### src/rtl/scroll_pkg.sv
// Shared types for the word-panel scroll sequencer.
package scroll_pkg;

  typedef enum logic [1:0] {
    IDLE  = 2'b00,
    RUN   = 2'b01,
    PAUSE = 2'b10
  } scroll_state_t;

  typedef enum logic {
    DIR_UP   = 1'b0,
    DIR_DOWN = 1'b1
  } scroll_dir_t;

endpackage

### src/rtl/btn_debounce.sv
// Button conditioner: 2-FF synchroniser, stability counter, and a one-cycle
// pulse on each debounced press. Releasing the button produces no event.
module btn_debounce #(
  parameter int DB_CYCLES = 500_000,
  localparam int CW = $clog2(DB_CYCLES + 32'd1)
) (
  input  logic clk,
  input  logic rst_n,
  input  logic btn_raw,
  output logic level,
  output logic press
);

  localparam logic [CW-1:0] CNT_ONE  = CW'(32'd1);
  localparam logic [CW-1:0] CNT_LAST = CW'(DB_CYCLES - 32'd1);

  logic          sync1_r;
  logic          sync2_r;
  logic [CW-1:0] cnt_r;
  logic          level_r;
  logic          press_r;

  // Synchronise the raw button and accept a new level once it has been stable long enough.
  always_ff @(posedge clk or negedge rst_n) begin
    if (!rst_n) begin
      sync1_r <= 1'b0;
      sync2_r <= 1'b0;
      cnt_r   <= {CW{1'b0}};
      level_r <= 1'b0;
      press_r <= 1'b0;
    end else begin
      sync1_r <= btn_raw;
      sync2_r <= sync1_r;
      if (sync2_r == level_r) begin
        cnt_r   <= {CW{1'b0}};
        press_r <= 1'b0;
      end else if (cnt_r == CNT_LAST) begin
        cnt_r   <= {CW{1'b0}};
        level_r <= sync2_r;
        press_r <= sync2_r;
      end else begin
        cnt_r   <= cnt_r + CNT_ONE;
        press_r <= 1'b0;
      end
    end
  end

  assign level = level_r;
  assign press = press_r;

endmodule

### src/rtl/scroll_ctrl.sv
// Scroll sequencer: run/pause FSM, speed-scaled step prescaler and the
// offset/direction registers that drive the panel column reader.
module scroll_ctrl
  import scroll_pkg::*;
#(
  parameter int RATE_DIV  = 25_000_000,
  parameter int MSG_COLS  = 64,
  parameter int DISP_COLS = 8,
  parameter int DB_CYCLES = 500_000,
  localparam int OW = $clog2(MSG_COLS)
) (
  input  logic          clk,
  input  logic          rst_n,
  input  logic          btn,
  input  logic          restart,
  input  logic          bounce,
  input  logic [1:0]    speed,
  output logic [OW-1:0] offset,
  output logic          shift_en,
  output logic          running,
  output logic          err
);

  localparam int PW = $clog2(RATE_DIV << 32'd3);

  localparam logic [PW-1:0] PRE_ONE    = PW'(32'd1);
  localparam logic [OW-1:0] OFF_ONE    = OW'(32'd1);
  localparam logic [OW-1:0] OFF_LAST   = OW'(MSG_COLS - 32'd1);
  localparam logic [OW-1:0] OFF_MAX    = OW'(MSG_COLS - DISP_COLS);
  localparam logic [OW-1:0] OFF_MAX_M1 = OW'(MSG_COLS - DISP_COLS - 32'd1);

  logic          rst_meta_r;
  logic          rst_sync_n_r;
  logic          level_s;
  logic          press_s;
  logic          btn_press_s;
  logic [31:0]   limit_s;
  logic          tick_s;
  logic          illegal_s;
  scroll_state_t fsm_next_s;
  scroll_state_t state_next_s;
  logic [PW-1:0] pre_next_s;
  logic [OW-1:0] off_next_s;
  scroll_dir_t   dir_next_s;

  scroll_state_t state_r;
  scroll_dir_t   dir_r;
  logic [PW-1:0] pre_r;
  logic [OW-1:0] offset_r;
  logic          shift_en_r;
  logic          running_r;
  logic          err_r;

  // Assert reset asynchronously, release it on a clock edge.
  always_ff @(posedge clk or negedge rst_n) begin
    if (!rst_n) begin
      rst_meta_r   <= 1'b0;
      rst_sync_n_r <= 1'b0;
    end else begin
      rst_meta_r   <= 1'b1;
      rst_sync_n_r <= rst_meta_r;
    end
  end

  btn_debounce #(.DB_CYCLES(DB_CYCLES)) u_debounce (
    .clk     (clk),
    .rst_n   (rst_sync_n_r),
    .btn_raw (btn),
    .level   (level_s),
    .press   (press_s)
  );

  // A press pulse is only ever legitimate while the debounced level is high.
  assign btn_press_s = press_s & level_s;

  // >= rather than == so a speed cut below the current count still steps next cycle.
  assign limit_s = (32'(RATE_DIV) << speed) - 32'd1;
  assign tick_s  = (state_r == RUN) && (32'(pre_r) >= limit_s);

  // Next-state decode; restart overrides any button activity.
  always_comb begin
    fsm_next_s   = state_r;
    state_next_s = IDLE;
    illegal_s    = 1'b0;
    case (state_r)
      IDLE: begin
        if (btn_press_s) fsm_next_s = RUN;
        else             fsm_next_s = IDLE;
      end
      RUN: begin
        if (btn_press_s) fsm_next_s = PAUSE;
        else             fsm_next_s = RUN;
      end
      PAUSE: begin
        if (btn_press_s) fsm_next_s = RUN;
        else             fsm_next_s = PAUSE;
      end
      default: begin
        fsm_next_s = IDLE;
        illegal_s  = 1'b1;
      end
    endcase
    if (restart) state_next_s = IDLE;
    else         state_next_s = fsm_next_s;
  end

  // Prescaler: cleared in IDLE, counting in RUN, frozen in PAUSE.
  always_comb begin
    pre_next_s = pre_r;
    if (restart) begin
      pre_next_s = {PW{1'b0}};
    end else begin
      case (state_r)
        IDLE:  pre_next_s = {PW{1'b0}};
        RUN: begin
          if (tick_s) pre_next_s = {PW{1'b0}};
          else        pre_next_s = pre_r + PRE_ONE;
        end
        PAUSE: pre_next_s = pre_r;
        default: pre_next_s = {PW{1'b0}};
      endcase
    end
  end

  // Offset stepping for wrap and bounce modes.
  always_comb begin
    off_next_s = offset_r;
    dir_next_s = dir_r;
    if (restart) begin
      off_next_s = {OW{1'b0}};
      dir_next_s = DIR_UP;
    end else if (illegal_s) begin
      off_next_s = {OW{1'b0}};
      dir_next_s = dir_r;
    end else if (tick_s) begin
      if (!bounce) begin
        if (offset_r == OFF_LAST) off_next_s = {OW{1'b0}};
        else                      off_next_s = offset_r + OFF_ONE;
      end else if (offset_r > OFF_MAX) begin
        off_next_s = OFF_MAX;
        dir_next_s = DIR_DOWN;
      end else if (dir_r == DIR_UP) begin
        if (offset_r == OFF_MAX) begin
          off_next_s = OFF_MAX_M1;
          dir_next_s = DIR_DOWN;
        end else begin
          off_next_s = offset_r + OFF_ONE;
        end
      end else begin
        if (offset_r == {OW{1'b0}}) begin
          off_next_s = OFF_ONE;
          dir_next_s = DIR_UP;
        end else begin
          off_next_s = offset_r - OFF_ONE;
        end
      end
    end else begin
      off_next_s = offset_r;
      dir_next_s = dir_r;
    end
  end

  // State, counters and registered outputs.
  always_ff @(posedge clk or negedge rst_sync_n_r) begin
    if (!rst_sync_n_r) begin
      state_r    <= IDLE;
      dir_r      <= DIR_UP;
      pre_r      <= {PW{1'b0}};
      offset_r   <= {OW{1'b0}};
      shift_en_r <= 1'b0;
      running_r  <= 1'b0;
      err_r      <= 1'b0;
    end else begin
      state_r    <= state_next_s;
      dir_r      <= dir_next_s;
      pre_r      <= pre_next_s;
      offset_r   <= off_next_s;
      shift_en_r <= tick_s & ~restart;
      running_r  <= (state_next_s == RUN);
      err_r      <= err_r | illegal_s;
    end
  end

  assign offset   = offset_r;
  assign shift_en = shift_en_r;
  assign running  = running_r;
  assign err      = err_r;

endmodule
### config.mk
export PLATFORM = sky130hd
export DESIGN_NAME = scroll_ctrl
export DESIGN_NICKNAME = d
export VERILOG_FILES = /design/src/rtl/scroll_pkg.sv /design/src/rtl/btn_debounce.sv /design/src/rtl/scroll_ctrl.sv
export SDC_FILE = /design/constraint.sdc
export NUM_CORES = 1
export LEC_CHECK = 0
export BUFFER_PORTS_ARGS = -buffer_cell sky130_fd_sc_hd__clkbuf_2
export CAP_MARGIN = 20
export CORE_MARGIN = 4
export CORE_UTILIZATION = 63
export DETAILED_ROUTE_END_ITERATION = 16
export HOLD_SLACK_MARGIN = 0.06
export PLACE_DENSITY = 0.83
export SETUP_SLACK_MARGIN = 0.1
export SYNTH_ARGS = -nofsm -noshare
export SYNTH_HDL_FRONTEND = slang
export SYNTH_HIERARCHICAL = 1
export SYNTH_SLANG_ARGS = --single-unit
### constraint.sdc
create_clock -name clk -period 2.2 [get_ports clk]
set_input_delay 0.33 -clock clk [delete_from_list [all_inputs] [get_ports clk]]
set_output_delay 0.33 -clock clk [all_outputs]
set_load 0.05 [all_outputs]
* After elaboration in Yosys (flattened, before gate mapping) *
Index checks and enable logic that the tools add are counted.

cells by class
  add/sub/neg operators = 5
  magnitude comparators = 2
  eq/ne operators = 9
  shifts and indexed selects = 1
  muxes and demuxes = 30
  bitwise logic cells = 5
  reductions and logical operators = 9

operators by type and width
  cell                                                    number
  two-way mux 28 bit                                      2
  case mux 28 bit (2 select lines)                        1
  two-way mux 6 bit                                       9
  two-way mux 19 bit                                      2
  >= comparator 28 x 32 -> 1 bit                          1
  << shifter 25 x 2 -> 32 bit (first input constant)      1
  subtractor 32 x 1 -> 32 bit (second input constant)     1
  adder 28 x 1 -> 28 bit (second input constant)          1
  adder 19 x 1 -> 19 bit (second input constant)          1
  == test 19 bit (second input constant)                  1
  == test 6 bit (second input constant)                   2
  two-way mux 1 bit                                       12
  adder 6 x 1 -> 6 bit (second input constant)            1
  > comparator 6 bit (second input constant)              1
  logical NOT 6 bit                                       1
  two-way mux 2 bit                                       3
  case mux 2 bit (3 select lines)                         1
  nonzero test 2 bit                                      3
  subtractor 6 x 1 -> 6 bit (second input constant)       1
  == test 2 x 1 -> 1 bit (second input constant)          2
  inequality test 3 x 1 -> 1 bit (second input constant)  1
  AND reduction 3 bit                                     1
  OR reduction 3 bit                                      1
  bitwise AND 1 bit                                       2
  other kinds (8)                                         9

storage, ports and cells
  register bits = 65
  input port bits = 7
  output and inout port bits = 9
  logic and storage cells = 75

* Logic depth before layout (Yosys ltp) *
Gate-level depths: netlist of run 1.

  word-level depth = 8
  mapped depth = 13
  depth with buffers taken out = 11

* Modules after synthesis *
Netlist of run 1, hierarchy kept.

modules (own cells, without submodules)
  module        instances  cells each  area an instance (um^2)  seq. area each (um^2)
  scroll_ctrl   1          413         3,246.9                  1,051.0
  btn_debounce  1          110         1,118.6                  575.6

* Worst setup path before layout of run 1 *
No wires, ideal clock.

  path kind = input -> register
  from = input speed[1]
  to = register offset_r[2] (netlist: offset[2])
  library setup time = 0.120 ns
  arrival time = 2.508 ns
  data required time = 2.080 ns
  path slack = -0.428 ns
  stages = 11
  path buffers = 2
  path through = or2_2 -> ha_1 -> ha_1 -> nand4_1 -> o21ai_0 -> nand3_1 -> a2111o_1 -> buf_6 -> a21o_1 -> buf_6 -> a31o_1

on the way
  cells in the longest elaborated chain, start to end = 5

ends and longest elaborated chain
  element                                          line                source
  from (decl)                                      scroll_ctrl.sv:17   input logic [1:0] speed,
  << shifter 25 x 2 -> 32 bit                      scroll_ctrl.sv:77   assign limit_s = (32'(RATE_DIV) << speed) - 32'd1;
  subtractor 32 x 1 -> 32 bit                      scroll_ctrl.sv:77
  >= comparator 28 x 32 -> 1 bit                   scroll_ctrl.sv:78   assign tick_s = (state_r == RUN) && (32'(pre_r) >= limit_s);
  logical AND 1 bit                                scroll_ctrl.sv:78
  inequality test 3 x 1 -> 1 bit (no source line)  n/a
  to (signal assigned)                             scroll_ctrl.sv:169  offset_r <= {OW{1'b0}};
  to (signal assigned)                             scroll_ctrl.sv:177  offset_r <= off_next_s;
  to (decl)                                        scroll_ctrl.sv:49   logic [OW-1:0] offset_r;

Every way passes these cells.
A chain may end at the register's enable or synchronous reset.

* Worst setup path after layout of run 1 *
  from = input speed[0]
  to = register pre_r[2]

on the way
  cells in the longest elaborated chain, start to end = 7

ends and longest elaborated chain
  element                           line                source
  << shifter 25 x 2 -> 32 bit       scroll_ctrl.sv:77
  subtractor 32 x 1 -> 32 bit       scroll_ctrl.sv:77
  >= comparator 28 x 32 -> 1 bit    scroll_ctrl.sv:78
  logical AND 1 bit                 scroll_ctrl.sv:78
  two-way mux 28 bit                scroll_ctrl.sv:116  if (tick_s) pre_next_s = {PW{1'b0}};
  case mux 28 bit (2 select lines)  scroll_ctrl.sv:113  case (state_r)
  two-way mux 28 bit                scroll_ctrl.sv:110  if (restart) begin
  to (signal assigned)              scroll_ctrl.sv:168  pre_r <= {PW{1'b0}};
  to (signal assigned)              scroll_ctrl.sv:176  pre_r <= pre_next_s;
  to (decl)                         scroll_ctrl.sv:48   logic [PW-1:0] pre_r;

Every way passes these cells.

==> run_results.csv, run 1 <==
group,metric,value,unit
run_status,outcome,"finished with violations",
run_status,violations,"negative setup slack",
clock_tree,clkTransAtPathRegs,90,ps
worst_setup_path,endpoint_kind,"flop",
global_route,grt_first_pass_wirelength,20000,microns
sta,period_share,111,%
clock_tree,h-tree-depth,3,
final_layout,register_area,1630,sq um
power_and_ir_drop,ir_drop,0.560,mV
synth,ys_async_sr_fraction,100,%
route,post_drt_wl_per_cell,18.8,microns
final_layout,final_nets,616,
clock_tree,clock-root-buffer,"clkbuf_8",
final_layout,fill_cells,397,
sta,fin_skew,13.9,ps
worst_setup_path,worstSetupPathType,"input pin to flop",
worst_setup_path,cp_max_fo,8,
die,rows,30,
synth,synth_cells,523,
placement,routabilityCongestion,0.824,
clock_tree,clock_path_buffers,2,
placement,placedInstanceArea,4840,sq um
worst_hold_path,worstHoldEndpoint,"u_debounce/sync1_r$_DFF_PN0_",
sta,period_needed,2450,ps
worst_setup_path,worstReg2RegEnd,"pre_r[2]$_DFFE_PN0P_",
final_layout,syn2layout_area_growth,26.8,%
final_layout,final_area,5540,sq um
route,viasPerCell,6.68,
worst_setup_path,slowest_delay,600,ps
sta,rsz0062_at_grt,"yes",
synth,yosysWarnings,6,
die,die_area,8320,sq um
power_and_ir_drop,power-per-cell-area,461,nW/um^2
worst_setup_path,crit_chain,"buf_8 -> or2_4 -> ha_4 -> ha_4 -> nand4_1 -> o21ai_1 -> nand3_1 -> a2111o_2 -> buf_12 -> buf_16 -> nand4b_1 -> a31oi_1",
sta,tightest_slew,738,ps
route,wl,12600,microns
global_route,overflow,0,
synth,ys_dominant_reg_cell,"dfrtp_1",
die,start_util,64.6,%
final_layout,layout-drive-gt1-share,23.4,%
final_layout,multi_input_area,2730,sq um
clock_tree,cts_tree,"yes",
global_route,antenna_found_initial,0,
clock_tree,cts_buffers,9,
placement,dp_hpwl,7140,microns
worst_hold_path,hp-class,"input pin to flop",
final_layout,num_antenna_cells,0,
worst_setup_path,startpoint_type,"input pin",
worst_setup_path,rr_worst_depth,9,
sta,fin_setup_tns,-6090,ps
synth,synth_area,4370,sq um
worst_setup_path,reg2reg_slack,-160,ps
worst_setup_path,r2r_start,"pre_r[0]$_DFFE_PN0P_",
worst_hold_path,hp-start,"btn",
worst_setup_path,timing.critical_path.required,2430,ps
synth,avgSynthCellArea,8.35,sq um
route,firstDrtPassIters,6,
synth,synth-seq-area-share,37.3,%
clock_tree,worstSkewPairLatency,360,ps
worst_setup_path,arrival,2680,ps
global_route,grt_max_degree,64,
worst_setup_path,startpoint,"speed[0]",
worst_setup_path,cpMostUsedCell,"ha_4",
job,cap_violations,0,
die,pin_count,16,
power_and_ir_drop,p_leak,2.36,nW
route,drc,0,
clock_tree,clock_sinks,65,
sta,finalSetupViolations,36,
die,die_w,91.2,microns
sta,fmax,0.408,GHz
worst_hold_path,min_path_cells,1,
die,dieHeight,91.2,microns
sta,hold_viol_final,0,
sta,setup_slack,-253,ps
synth,ys_ff_latch,65,
synth,ys_types,59,
die,core-area,6760,sq um
route,via_count,4473,
route,drt-initial-drc-count,558,
synth,synth_enable_flop_cells,0,
sta,relSlewSlack,50.8,%
placement,dp_slack,-542,ps
worst_setup_path,crit_path_top_delay_cell,"a2111o_2",
global_route,grt_pass1_vias,4233,
route,ant_nets,0,
global_route,grt_usage,29.6,%
sta,drv_slew,0,
placement,portBuffers,15,
state kept, by name, indices dropped and copies added, names as in the netlist, 2 cells and up:
register / count
u_debounce/cnt_r: 19
offset: 6
state_r: 2
pre_r: 28
report_power, final:
group | total (mW) | internal, mW | switching (mW)
sequential | 1.21 | 1.20 | 0.00966
combinational | 0.160 | 0.0639 | 0.0961
clock | 1.18 | 0.648 | 0.532
kinds of logic after synthesis:
kind of cell	Yosys count	share of synthesized area [%]
flip-flops	65	37.3
AND/OR/NAND/NOR	267	30.7
buffers and inverters	47	4.59
AO/OA/AOI/OAI	89	14.4
XOR/XNOR	23	4.61
multiplexers	6	1.40
adder cells (fa/ha/maj)	24	6.88
other	2	0.172
stage by stage:
stage | hold slack [ps] | utilization [%] | std cells | total power [mW]
after floorplan | 34.4 | - | 525 | 1.32
after global placement | 115 | 71.7 | 638 | 1.37
after detailed placement | 118 | 71.7 | 638 | 1.38
after CTS | 81.2 | 79.2 | 665 | 2.55
after global routing | 80.9 | 81.9 | 670 | 2.62
final | 83.6 | 81.9 | 670 | 2.55
layer usage:
layer  vias to the layer above  track usage (%)  part of all wire (%)
met5                         -                0                     0
met4                         0             13.8                   5.0
met3                        72             4.72                   7.0
met2                       261             49.0                    49
met1                      2117             37.9                    39
li1                       2023                -                     -
synthesized netlist by cell type, types with 5 or more instances:
master	count	share of area, %
mux2i_1	5	1.1
xor2_1	7	1.4
nor4_1	5	0.72
buf_2	6	0.69
nand2b_1	8	1.1
nor2_1	55	4.7
nand2_1	68	5.8
ha_1	24	6.9
a21oi_1	18	2.1
nand4_1	35	5.0
o21ai_0	8	0.92
dfrtp_1	65	37
inv_1	15	1.3
a31oi_1	24	3.4
nand3_1	49	5.6
and4_1	6	1.2
clkbuf_1	22	1.9
a21o_1	6	1.0
nor3_1	11	1.3
xnor2_1	16	3.2
cell type report:
type | instances | area share, %
Timing Repair Buffer | 81 | 14.4
Inverter | 15 | 1.02
Clock inverter | 7 | 1.79
Clock buffer | 9 | 2.24
Sequential cell | 65 | 29.4
Tap cell | 80 | 1.81
Multi-Input combinational cell | 413 | 49.3
timing repair:
item | 4_1_cts | 5_1_grt
pin swaps | 20 | 28
cloned | 4 | 3
hold buffers | 1 | 0
hold endpoints to repair | 2 | 0
buffers inserted | 6 | 2
setup endpoints to repair | 36 | 36
gates resized for setup | 21 | 25
placed cells by master, fill, tap and decap left out, types with 8 or more instances in the layout:
cell	count
ha_1	18
xnor2_1	16
a21oi_1	18
nand3_2	9
nor3_1	11
buf_4	49
nand2_1	67
nand3_1	40
nand2b_1	8
inv_1	11
dfrtp_1	64
clkbuf_2	13
clkbuf_8	9
a31oi_1	23
nand4_1	35
nor2_1	55
critical path, delay by kind of cell:
kind | cells | cell delay, ps
fa+ha+maj | 2 | 510
simple gates | 4 | 540
buf+inv | 3 | 420
compound gates | 3 | 870
how the worst max path moves through the flow:
stage                                  to
floorplan           offset[2]$_DFFE_PN0P_
global placement    offset[2]$_DFFE_PN0P_
detailed placement  pre_r[17]$_DFFE_PN0P_
CTS                  pre_r[2]$_DFFE_PN0P_
global route        pre_r[14]$_DFFE_PN0P_
finish               pre_r[2]$_DFFE_PN0P_
No activity file was read; power rests on OpenSTA's default activity.
==> inputs of run 2 (changes only) <==
==> config.mk (replaced) <==
export PLATFORM = sky130hd
export DESIGN_NAME = scroll_ctrl
export DESIGN_NICKNAME = d
export VERILOG_FILES = /design/src/rtl/scroll_pkg.sv /design/src/rtl/btn_debounce.sv /design/src/rtl/scroll_ctrl.sv
export SDC_FILE = /design/constraint.sdc
export NUM_CORES = 1
export LEC_CHECK = 0
export BUFFER_PORTS_ARGS = -buffer_cell sky130_fd_sc_hd__buf_2
export CAP_MARGIN = 20
export CORE_MARGIN = 4
export CORE_UTILIZATION = 62
export DETAILED_ROUTE_END_ITERATION = 16
export HOLD_SLACK_MARGIN = 0.06
export PLACE_DENSITY = 0.82
export SETUP_SLACK_MARGIN = 0.1
export SYNTH_ARGS = -nofsm -noshare
export SYNTH_HDL_FRONTEND = slang
export SYNTH_SLANG_ARGS = --single-unit
==> run 2 against run 1 <==
The flow still finishes with violations (negative setup slack). Clock power down 20%. Routed wire length down 3.7%. Via count down 10%. Maximum frequency down 0.50%. Sequential cell count unchanged. Synthesized area down 7.5%. Die area down 5.5%. Setup slack worse by 12 ps. Non-clock buffer count down 5. Sequential share of layout area up 2.3 points. Largest cell class unchanged.
==> run_results.csv, run 2 <==
group,metric,value,unit
global_route,antenna_found_initial,0,
synth,yosysWarnings,0,
worst_setup_path,cp_max_fo,5,
placement,dp_hpwl,6950,microns
global_route,grt_usage,28.1,%
run_status,outcome,"finished with violations",
die,dieHeight,88.7,microns
route,via_count,4011,
synth,ys_types,64,
power_and_ir_drop,ir_drop,0.423,mV
die,rows,29,
final_layout,register_area,1630,sq um
clock_tree,worstSkewPairLatency,360,ps
sta,rsz0062_at_grt,"yes",
sta,period_needed,2470,ps
placement,placedInstanceArea,4600,sq um
synth,synth_cells,444,
worst_setup_path,arrival,2700,ps
final_layout,final_common_cell,"dfrtp_1",
power_and_ir_drop,p_sw_share,26.5,%
worst_setup_path,timing.critical_path.required,2440,ps
synth,ys_dominant_reg_cell,"dfrtp_1",
route,wl,12100,microns
worst_setup_path,startpoint,"pre_r[17]$_DFFE_PN0P_",
clock_tree,clock-root-buffer,"clkbuf_8",
worst_hold_path,hp-class,"input pin to flop",
die,die_w,88.7,microns
route,drc,0,
global_route,grt_max_degree,52,
power_and_ir_drop,clkPwrFrac,40.4,%
synth,yosysMostFrequentCell,"dfrtp_1",
final_layout,layout-drive-gt1-share,30.0,%
final_layout,num_antenna_cells,0,
synth,ys_ff_latch,65,
clock_tree,h-tree-depth,3,
clock_tree,clock_path_buffers,2,
sta,fin_skew,18.1,ps
final_layout,multi_input_area,2570,sq um
synth,synth_enable_flop_cells,0,
placement,dp_slack,-559,ps
power_and_ir_drop,p_leak,2.34,nW
sta,period_share,112,%
synth,ys_top_cells_by_area,"dfrtp_1, ha_1, nand3_1",
worst_setup_path,worstSetupPathType,"flop to flop",
final_layout,final_nets,543,
synth,synth_top_cell_by_area,"dfrtp_1",
die,die_area,7870,sq um
power_and_ir_drop,seq_power_share,52.4,%
route,post_drt_wl_per_cell,20.4,microns
synth,ys_async_sr_fraction,100,%
clock_tree,cts_buffers,9,
synth,synth_area,4040,sq um
power_and_ir_drop,internal_power,1.71,mW
final_layout,largest_register,"pre_r",
worst_setup_path,r2r_start,"pre_r[17]$_DFFE_PN0P_",
final_layout,syn2layout_area_growth,27.3,%
final_layout,fill_cells,340,
synth,synth_common_cells,"dfrtp_1, nor2_1, nand2_1, nand3_1, a21oi_1",
global_route,grt_first_pass_wirelength,17300,microns
clock_tree,clkTransAtPathRegs,90,ps
die,core-area,6350,sq um
final_layout,largest_reg_flops,28,
worst_setup_path,startpoint_type,"flop",
job,cap_violations,0,
placement,routabilityCongestion,0.865,
sta,setup_slack,-265,ps
sta,drv_slew,0,
final_layout,final_cell_mix,"dfrtp_1, buf_4, nor2_1",
global_route,grt_pass1_vias,3704,
route,firstDrtPassIters,6,
power_and_ir_drop,p_switching,0.616,mW
sta,fmax,0.406,GHz
synth,synth.top_cell.area_share,40.3,%
placement,portBuffers,15,
sta,hold_viol_final,0,
sta,finalSetupViolations,35,
clock_tree,cts_tree,"yes",
die,start_util,63.6,%
die,pin_count,16,
final_layout,final_area,5140,sq um
global_route,overflow,0,
power_and_ir_drop,p_comb_share,7.1,%
run_status,violations,"negative setup slack",
clock_tree,clock_sinks,65,
route,ant_nets,0,
route,viasPerCell,6.75,
route,drt-initial-drc-count,434,
synth,avgSynthCellArea,9.09,sq um
worst_setup_path,endpoint_kind,"flop",
worst_hold_path,hp-start,"btn",
synth,synth-seq-area-share,40.3,%
power_and_ir_drop,power-per-cell-area,453,nW/um^2
run 2: changes by cell type after synthesis, moves of 10 or more:
cell	change
nand2_1	-30
nand4_1	-24
nor2_1	-16
nand3_1	-15
xor2_1	+12
and3_1	+10
o21ai_0	+10
run 2: worst paths after layout:
kind | end | slack [ps] | cells past startpoint
min in group asynchronous | u_debounce.cnt_r[12]$_DFF_PN0_ | 160 | 0
worst max register to register | offset[1]$_DFFE_PN0P_ | -270 | 10
worst max-delay path | offset[1]$_DFFE_PN0P_ | -270 | 10
worst min register to register | u_debounce.cnt_r[12]$_DFF_PN0_ | 160 | 0
max in group asynchronous | pre_r[25]$_DFFE_PN0P_ | 1480 | 1
worst min-delay path | u_debounce.sync1_r$_DFF_PN0_ | 100 | 1
run 2: power by group through the flow:
stage,combinational (mW),clock [mW],sequential [mW]
final,0.167,0.942,1.22
after global routing,0.182,0.996,1.22
after CTS,0.149,0.938,1.22
after detailed placement,0.143,0,1.24
after global placement,0.136,0,1.24
after floorplan,0.0742,0,1.26
run 2: through the flow:
step,total power [mW],hold WS (ps),std cells,util (%),setup TNS [ps]
finish,2.33,97.3,594,80.9,-5560
global route,2.40,89.7,594,80.9,-7630
CTS,2.31,72.0,594,78.3,-2740
detailed placement,1.39,116,573,72.5,-15450
global placement,1.38,115,573,72.5,-13130
floorplan,1.33,34.4,446,-,-3460
run 2: cell families (layout without fill, tap and decap cells):
kind of cell	after synthesis	count (layout)	synth area share, %
multiplexers	4	4	1.05
buffers and inverters	35	106	3.97
flip-flops	65	65	40.3
other	2	4	0.186
adder cells (fa/ha/maj)	24	24	7.44
AND/OR/NAND/NOR	187	187	25.2
XOR/XNOR	34	34	7.38
AO/OA/AOI/OAI	93	93	14.5
run 2: what timing repair did:
action                                  4_1_cts  5_1_grt
resized for setup                            36       34
pin swaps                                    25       14
gates cloned                                  2        0
endpoints found under the hold margin         2        0
hold buffers                                  1        0
endpoints found under the setup margin       36       50
setup buffers                                 2        0
run 2: per-layer routing:
layer  vias up  global-route usage, %  wire [microns]
met4         0                   12.0             627
met2       261                   46.6            5880
met5         -                      0               0
met1      1935                   35.9            4640
li1       1733                      -               -
met3        82                   5.59             969
run 2: worst max-delay path, stage by stage, from the launching register on:
cell and delay [ps]:
dfrtp_1 440, ha_1 300, and3_4 160, nand3_2 60
a31oi_1 70, o311a_1 380, nor3_4 300, buf_6 190
buf_6 110, o21ai_4 50, mux2_2 270
run 2: layout make-up:
type | count | area share [%]
Multi-Input combinational cell | 346 | 49.9
Inverter | 14 | 1.02
Clock inverter | 6 | 0.828
Timing Repair Buffer | 76 | 12.0
Sequential cell | 65 | 31.7
Clock buffer | 10 | 2.68
Tap cell | 77 | 1.87
